==> src/rtl/bus_map_pkg.sv <==
// Shared address map, bus constants and DMA state encoding for the bus
// controller and its address decoder.
package bus_map_pkg;

  localparam logic [15:0] ROM_BASE    = 16'h0000;
  localparam logic [15:0] ROM_LIMIT   = 16'h7FFF;
  localparam logic [15:0] WRAM1_BASE  = 16'hC000;
  localparam logic [15:0] WRAM1_LIMIT = 16'hCFFF;
  localparam logic [15:0] WRAM2_BASE  = 16'hD000;
  localparam logic [15:0] WRAM2_LIMIT = 16'hDFFF;

  localparam logic [15:0] DMA_REG_DEF = 16'hFF46;
  localparam logic [15:0] LED_REG_DEF = 16'hFFFF;
  localparam logic [15:0] DMA_DST_DEF = 16'hFE00;
  localparam int          DMA_LEN_DEF = 160;

  localparam logic [7:0]  OPEN_BUS    = 8'hFF;

  typedef enum logic [1:0] {IDLE, READ, WAIT, WRITE} dma_state_e;

  function automatic logic in_range(input logic [15:0] addr,
                                    input logic [15:0] lo,
                                    input logic [15:0] hi);
    return (addr >= lo) && (addr <= hi);
  endfunction

endpackage

==> src/rtl/addr_decode.sv <==
// Combinational decode of the memory-side address into per-memory enables;
// mapped_o reports a region hit independent of the strobes.
module addr_decode
  import bus_map_pkg::*;
(
  input  logic [15:0] addr_i,
  input  logic        rd_i,
  input  logic        wr_i,
  output logic        rom_en_o,
  output logic        wram1_en_o,
  output logic        wram2_en_o,
  output logic        rom_hit_o,
  output logic        mapped_o
);

  logic rom_hit;
  logic wram1_hit;
  logic wram2_hit;

  assign rom_hit   = in_range(addr_i, ROM_BASE, ROM_LIMIT);
  assign wram1_hit = in_range(addr_i, WRAM1_BASE, WRAM1_LIMIT);
  assign wram2_hit = in_range(addr_i, WRAM2_BASE, WRAM2_LIMIT);

  // The bootrom is read-only, so a write never enables it.
  assign rom_en_o   = rom_hit & rd_i & ~wr_i;
  assign wram1_en_o = wram1_hit & (rd_i | wr_i);
  assign wram2_en_o = wram2_hit & (rd_i | wr_i);
  assign rom_hit_o  = rom_hit;
  assign mapped_o   = rom_hit | wram1_hit | wram2_hit;

endmodule

==> src/rtl/bus_dma_ctrl.sv <==
// Bus controller: muxes the memory bus between the CPU and an OAM-style DMA
// engine, decodes memory enables and holds the LED register.
module bus_dma_ctrl
  import bus_map_pkg::*;
#(
  parameter logic [15:0] DMA_REG = DMA_REG_DEF,
  parameter logic [15:0] LED_REG = LED_REG_DEF,
  parameter logic [15:0] DMA_DST = DMA_DST_DEF,
  parameter int          DMA_LEN = DMA_LEN_DEF
) (
  input  logic        clk,
  input  logic        rst,
  input  logic [15:0] cpu_a,
  input  logic [7:0]  cpu_dout,
  input  logic        cpu_rd,
  input  logic        cpu_wr,
  output logic [7:0]  cpu_din,
  output logic [15:0] mem_a,
  output logic [7:0]  mem_dout,
  output logic        mem_wr,
  input  logic [7:0]  mem_din,
  output logic        rom_en,
  output logic        wram1_en,
  output logic        wram2_en,
  output logic        dma_active,
  output logic [7:0]  led
);

  localparam logic [7:0] LAST_IDX = 8'(DMA_LEN - 1);

  dma_state_e  state_q, state_d;
  logic [7:0]  index_q, index_d;
  logic [7:0]  src_hi_q, src_hi_d;
  logic [7:0]  byte_q, byte_d;
  logic [7:0]  led_q, led_d;
  logic        src_mapped_q, src_mapped_d;
  logic        own_q;

  logic        bus_rd;
  logic        bus_wr;
  logic        rom_hit;
  logic        mapped;
  logic [15:0] src_addr;
  logic [15:0] dst_addr;

  assign src_addr = {src_hi_q, 8'h00} + {8'h00, index_q};
  assign dst_addr = DMA_DST + {8'h00, index_q};

  always_comb begin
    mem_a    = cpu_a;
    mem_dout = cpu_dout;
    bus_rd   = cpu_rd;
    bus_wr   = cpu_wr;
    unique case (state_q)
      READ: begin
        mem_a  = src_addr;
        bus_rd = 1'b1;
        bus_wr = 1'b0;
      end
      WAIT: begin
        mem_a  = src_addr;
        bus_rd = 1'b0;
        bus_wr = 1'b0;
      end
      WRITE: begin
        mem_a    = dst_addr;
        mem_dout = byte_q;
        bus_rd   = 1'b0;
        bus_wr   = 1'b1;
      end
      default: ;
    endcase
    // Reset silences the bus so nothing is enabled or written while held.
    if (rst) begin
      bus_rd = 1'b0;
      bus_wr = 1'b0;
    end
  end

  addr_decode u_decode (
    .addr_i     (mem_a),
    .rd_i       (bus_rd),
    .wr_i       (bus_wr),
    .rom_en_o   (rom_en),
    .wram1_en_o (wram1_en),
    .wram2_en_o (wram2_en),
    .rom_hit_o  (rom_hit),
    .mapped_o   (mapped)
  );

  assign mem_wr = bus_wr & ~rom_hit;

  always_comb begin
    state_d      = state_q;
    index_d      = index_q;
    src_hi_d     = src_hi_q;
    byte_d       = byte_q;
    src_mapped_d = src_mapped_q;
    led_d        = led_q;
    unique case (state_q)
      IDLE: begin
        if (cpu_wr && cpu_a == LED_REG) led_d = cpu_dout;
        if (cpu_wr && cpu_a == DMA_REG) begin
          src_hi_d = cpu_dout;
          index_d  = 8'h00;
          state_d  = READ;
        end
      end
      READ: begin
        // mem_a carries the source address here, so the shared decode
        // doubles as the source-mapped check.
        src_mapped_d = mapped;
        state_d      = WAIT;
      end
      WAIT: begin
        byte_d  = src_mapped_q ? mem_din : OPEN_BUS;
        state_d = WRITE;
      end
      WRITE: begin
        if (index_q == LAST_IDX) begin
          state_d = IDLE;
        end else begin
          index_d = index_q + 8'd1;
          state_d = READ;
        end
      end
    endcase
  end

  always_ff @(posedge clk) begin
    if (rst) begin
      state_q      <= IDLE;
      index_q      <= 8'h00;
      src_hi_q     <= 8'h00;
      byte_q       <= 8'h00;
      src_mapped_q <= 1'b0;
      led_q        <= 8'h00;
      own_q        <= 1'b1;
    end else begin
      state_q      <= state_d;
      index_q      <= index_d;
      src_hi_q     <= src_hi_d;
      byte_q       <= byte_d;
      src_mapped_q <= src_mapped_d;
      led_q        <= led_d;
      own_q        <= (state_q == IDLE);
    end
  end

  // Read data lags the request by a cycle, so ownership is judged one cycle back.
  assign cpu_din    = own_q ? mem_din : OPEN_BUS;
  assign dma_active = (state_q != IDLE);
  assign led        = led_q;

endmodule

==> config.mk <==
export PLATFORM = sky130hd
export DESIGN_NAME = bus_dma_ctrl
export DESIGN_NICKNAME = d
export VERILOG_FILES = /design/src/rtl/bus_map_pkg.sv /design/src/rtl/addr_decode.sv /design/src/rtl/bus_dma_ctrl.sv
export SDC_FILE = /design/constraint.sdc
export NUM_CORES = 1
export LEC_CHECK = 0
export CAP_MARGIN = 40
export CORE_MARGIN = 3
export CORE_UTILIZATION = 25
export DETAILED_ROUTE_END_ITERATION = 10
export GPL_TIMING_DRIVEN = 0
export PLACE_DENSITY = 0.6
export SLEW_MARGIN = 20
export SYNTH_ARGS = -nofsm -noshare
export SYNTH_HDL_FRONTEND = slang
export SYNTH_SLANG_ARGS = --single-unit
==> constraint.sdc <==
create_clock -name clk -period 5.55 [get_ports clk]
set_input_delay 0.8325 -clock clk [delete_from_list [all_inputs] [get_ports clk]]
set_output_delay 0.8325 -clock clk [all_outputs]
set_load 0.1 [all_outputs]
# --- After elaboration in Yosys (flattened, before gate mapping) ---
# Cells that the tools add are included.
totals:
  reg_bits: 36
op_classes:
  n_addsub: 3
  magnitude_cmp: 6
  n_eq_ne: 8
  muxes: 14
  bitwise: 10
  reduce_logical: 13
op_table:
  columns: ["cell", "count"]
  rows:
  - ["8-bit 2-to-1 mux", 5]
  - ["16-bit == test (second input constant)", 2]
  - ["16-bit >= comparator (second input constant)", 2]
  - ["16-bit <= comparator (second input constant)", 2]
  - ["16-bit one-hot mux with 2 select lines", 1]
  - ["16-bit by 8-bit adder with 16-bit output", 1]
  - ["16-bit by 1-bit >= comparator with 1-bit output (second input constant)", 1]
  - ["16-bit by 15-bit <= comparator with 1-bit output (second input constant)", 1]
  - ["8-bit one-hot mux with 2 select lines", 1]
  - ["10-bit by 9-bit adder with 11-bit output (first input constant)", 1]
  - ["8-bit by 1-bit adder with 8-bit output (second input constant)", 1]
  - ["8-bit == test (second input constant)", 1]
  - ["2-bit one-hot mux with 4 select lines", 1]
  - ["1-bit AND", 5]
  - ["1-bit logical AND", 5]
  - ["2-bit == test (second input constant)", 2]
  - ["2-bit inequality test (second input constant)", 2]
  - ["1-bit one-hot mux with 2 select lines", 2]
  - ["2-bit AND reduction", 2]
  - ["2-bit nonzero test", 2]
  - ["2-bit OR reduction", 2]
  - ["1-bit 2-to-1 mux", 3]
  - ["1-bit OR", 3]
  - ["3-bit AND reduction", 1]
  - ["other kinds (4)", 5]

# --- Depth between registers and ports, before layout ---
logic_depth:
  depth_word: 7
  depth_mapped: 9
  depth_no_buf: 7

# --- By module ---
# Synthesis repeated with hierarchy kept, for this count alone.
unflattened:
  cells_unflattened: 248
  area_unflattened_um2: 1996.9
by_module_without_submodules:
  columns: ["mod", "instances", "cells_per_inst", "area_per_inst_um2", "seq_area_each_um2"]
  rows:
  - ["bus_dma_ctrl", 1, 240, 1956.9, 720.7]
  - ["addr_decode", 1, 8, 40.0, 0.0]

# --- Worst setup path after synthesis ---
# Ideal clock, no wire load.
synth_path:
  path_kind: "reg-to-output"
  startpoint: "reg state_q[0]"
  endpoint: "out rom_en"
  arrival_time_ps: 5292
  required_time_ps: 4718
  path_slack_ps: -575
  stages_incl_launch_ff: 7
  cell_sequence: "dfxtp_1 inv_1 ha_1 buf_2 inv_2 a31oi_1 nor4_1"
synth_between:
  elab_chain_len: 7
synth_lines:
  columns: ["element", "line", "text"]
  rows:
  - ["start, declared", "bus_dma_ctrl.sv:31", "dma_state_e state_q, state_d;"]
  - ["start signal, assigned", "bus_dma_ctrl.sv:140", "state_q <= state_d;"]
  - ["2-bit == test or 2-bit by 1-bit == test with 1-bit output (tied branches)", "bus_dma_ctrl.sv:54", "unique case (state_q)"]
  - ["2-bit OR reduction (no line)", null, null]
  - ["16-bit one-hot mux with 2 select lines (*)", "bus_dma_ctrl.sv:54", null]
  - ["via mem_a[15]", "bus_dma_ctrl.sv:18", "output logic [15:0] mem_a,"]
  - ["16-bit by 1-bit >= comparator with 1-bit output or 16-bit by 15-bit <= comparator with 1-bit output (tied branches)", "bus_map_pkg.sv:24", "return (addr >= lo) && (addr <= hi);"]
  - ["1-bit logical AND (*)", "bus_map_pkg.sv:24", null]
  - ["1-bit AND (*) (2 in series)", "addr_decode.sv:25", "assign rom_en_o = rom_hit & rd_i & ~wr_i;"]
  - ["end, declared", "bus_dma_ctrl.sv:22", "output logic rom_en,"]
# The timed path passes the listed nets; every way through them passes the cells marked *.

# --- Final worst setup path ---
layout_path:
  startpoint: "reg state_q[0]"
  endpoint: "out wram1_en"
layout_between:
  elab_chain_len: 6
layout_lines:
  columns: ["element", "line", "text"]
  rows:
  - ["2-bit == test or 2-bit by 1-bit == test with 1-bit output (tied branches)", "bus_dma_ctrl.sv:54", null]
  - ["2-bit OR reduction (no line)", null, null]
  - ["16-bit one-hot mux with 2 select lines or 1-bit one-hot mux with 2 select lines (tied branches)", "bus_dma_ctrl.sv:54", null]
  - ["16-bit >= comparator, or another cell as far along", "bus_map_pkg.sv:24", null]
  - ["1-bit logical AND or 1-bit OR (tied branches)", "bus_map_pkg.sv:24, addr_decode.sv:26", null]
  - ["1-bit AND (*)", "addr_decode.sv:26", "assign wram1_en_o = wram1_hit & (rd_i | wr_i);"]
  - ["end, declared", "bus_dma_ctrl.sv:23", "output logic wram1_en,"]
# Every way passes the cells marked *; elsewhere a longest branch is shown, timed or not.

==> out/metrics.cfg <==
[setup_path]
worstPathRequired_ns=4.72
critPathLaunchType=register
timing_worst_setup_path_type=reg2out
worst_ep_arrival_time_ns=3.14
end_kind=output port
cp_max_fo=10

[logic_synthesis]
yosysUniqueCellTypes=35
yosys-top-cells-count=38 x nand2_1, 36 x dfxtp_1, 29 x nor2_1, 22 x mux2i_1, 19 x o21ai_0
synth_top_cell_area_share_pct=36.4
netlist_area_mm2=0.00198
syn_nets=287
yosysTopAreaCell=dfxtp_1
synth-seq-cells=36
synthCells=246
syn_area_per_cell_um2=8.05
yosysMostFrequentCell=nand2_1
synthArstFlopShare_pct=0
yosys_warnings=0
synth_edf_count=0
synthTopCellsByArea=dfxtp_1 36%, mux2i_1 11%, nand2_1 7.2%
synth_flop_cell=dfxtp_1
ys_seq_area_share_pct=36.4

[pwr]
switching_power_uw=236
pwr-share-clk_pct=32.8
total_power_uw=720
leakage_uw=0.00155
seq_power_share_pct=35.9
internal_power_uw=484
powerDensity_mw_per_mm2=190
sw_frac_of_total_pct=32.7
combPwrFrac_pct=31.4
peakVddDrop_uv=112

[timing]
whs_ns=0.500
hold_viol_final=0
tns_ns=0
min_period_ns=3.97
rsz0062_at_grt=false
final.setup_skew_ns=0.00860
finalCritPeriodShare_pct=71.5
fmax_mhz=252
maxSlewHeadroom_pct=60.5
worst_pin_slew_ns=0.592
setup_viol=0
drv_slew=0

[detailed_routing]
detail-route-antenna-nets=0
drt-vias-per-instance=4.68
drcViolationCount=0
first_pass_iters=4
vias=2237
wl_mm=6.87
wire_per_inst_um=14.4
first_iter_violations=82

[flow_run]
maxCapViolCount=0

[clocking]
cts_tree=built
clock_latency_ns=0.29
htree_num_levels=2
clk_pin_slew_worst_paths_ns=0.08
cts_resized=0
postCtsHoldBufs=0
postCtsSetupBuffers=0
cts.root.buffer_cell=clkbuf_8
clock_sinks=36
clk_path_buf_depth=2
cts_buffers=5

[placement]
io_buffer_count=79
dp.final_hpwl_mm=5.35
postPlaceCellArea_mm2=0.00366
gp_congestion=0.806

[finish]
nets=419
n_fill_cell=685
fin_area_mm2=0.00378
syn_to_final_growth_pct=90.9
drive_gt1_share_pct=19.3
multi_input_area_mm2=0.00119
n_antenna_cell=0
final-seq-area_um2=721

[global_route]
antenna_found_initial=0
grt_pass1_vias=2247
grt.total_usage_pct=15.5
grt.overflow.total=0
grt_max_degree=14
grt_pass1_wl_mm=10.9

[run_status]
status=completed

[floorplanning]
start_util_pct=26.5
die_h_um=95.0
rows=31
design.core.area_mm2=0.00749
ios=81
die_width_um=95.0
dieArea_mm2=0.00903

[hold_path]
hold_path.class=reg2reg

[metrics by stage]
stage	cells	util [%]	setup slack, ns
final	478	50.5	1.58
after global routing	478	50.5	1.43
after CTS	477	50.4	1.62
after detailed placement	469	48.9	1.83
after global placement	424	38.8	1.40
after floorplan	246	-	0.505
[routing by layer]
layer / vias to the layer above / GRT usage [%] / part of all wire (%)
li1: 1123 / - / -
met1: 1025 / 20.2 / 46
met2: 78 / 25.3 / 46
met3: 11 / 4.10 / 6.9
met4: 0 / 4.45 / 1.7
met5: - / 0 / 0
[registers in the layout (all words and copies together) (netlist names)]
name,flops
led,8
byte_q,8
src_hi_q,8
state_q,2
index_q,8
own_q,1
src_mapped_q,1
[kinds of logic (layout without fill, tap and decap cells)]
logic type               Yosys count  after routing  synth area share [%]
AND/OR/NAND/NOR                  109            109                  27.3
AO/OA/AOI/OAI                     47             47                  13.5
flip-flops                        36             36                  36.4
multiplexers                      30             30                  15.7
buffers and inverters             19            152                  4.04
adder cells (fa/ha/maj)            5              5                  3.16
[worst max-delay path, stage by stage, from the launching register on]
cell,delay (ns)
dfxtp_1,0.41
inv_1,0.08
ha_1,0.27
clkbuf_1,0.36
nand2_1,0.13
a31oi_2,0.30
and3b_1,0.23
o21ai_0,0.17
nor2_1,0.13
clkdlybuf4s50_1,0.53
buf_8,0.21
[layout by cell type, fill, tap and decap left out, types with 6 or more instances in the layout]
cell and instances:
a21oi_1 11, buf_16 6, buf_8 39, clkbuf_1 12
clkdlybuf4s50_1 79, dfxtp_1 36, mux2_2 8, mux2i_1 22
nand2_1 38, nand2b_1 12, nor2_1 29, o21ai_0 17
o22ai_1 9
[power by group through the flow]
stage | Combinational [uW] | Sequential, uW | Clock [uW]
5_1_grt | 233 | 258 | 254
3_3_place_gp | 177 | 264 | 0
6_report | 226 | 258 | 236
2_1_floorplan | 117 | 264 | 0
3_5_place_dp | 226 | 264 | 0
4_1_cts | 226 | 258 | 242
[cell type report]
cell class | instances | share of cell area (%)
Buffer | 15 | 1.72
Clock buffer | 5 | 1.82
Clock inverter | 3 | 1.22
Inverter | 4 | 0.397
Multi-Input combinational cell | 191 | 31.5
Sequential cell | 36 | 19.1
Tap cell | 99 | 3.28
Timing Repair Buffer | 125 | 41.0
[final timing paths]
check / start / to / slack (ns) / cells after the start
setup reg to reg: state_q[1] / index_q[1] / 3.21 / 9
setup / recovery: state_q[0] / wram1_en / 1.58 / 10
hold / removal: led[6] / led[6] / 0.50 / 2
hold reg to reg: led[6] / led[6] / 0.50 / 2
(Power assumes the default switching activity.)
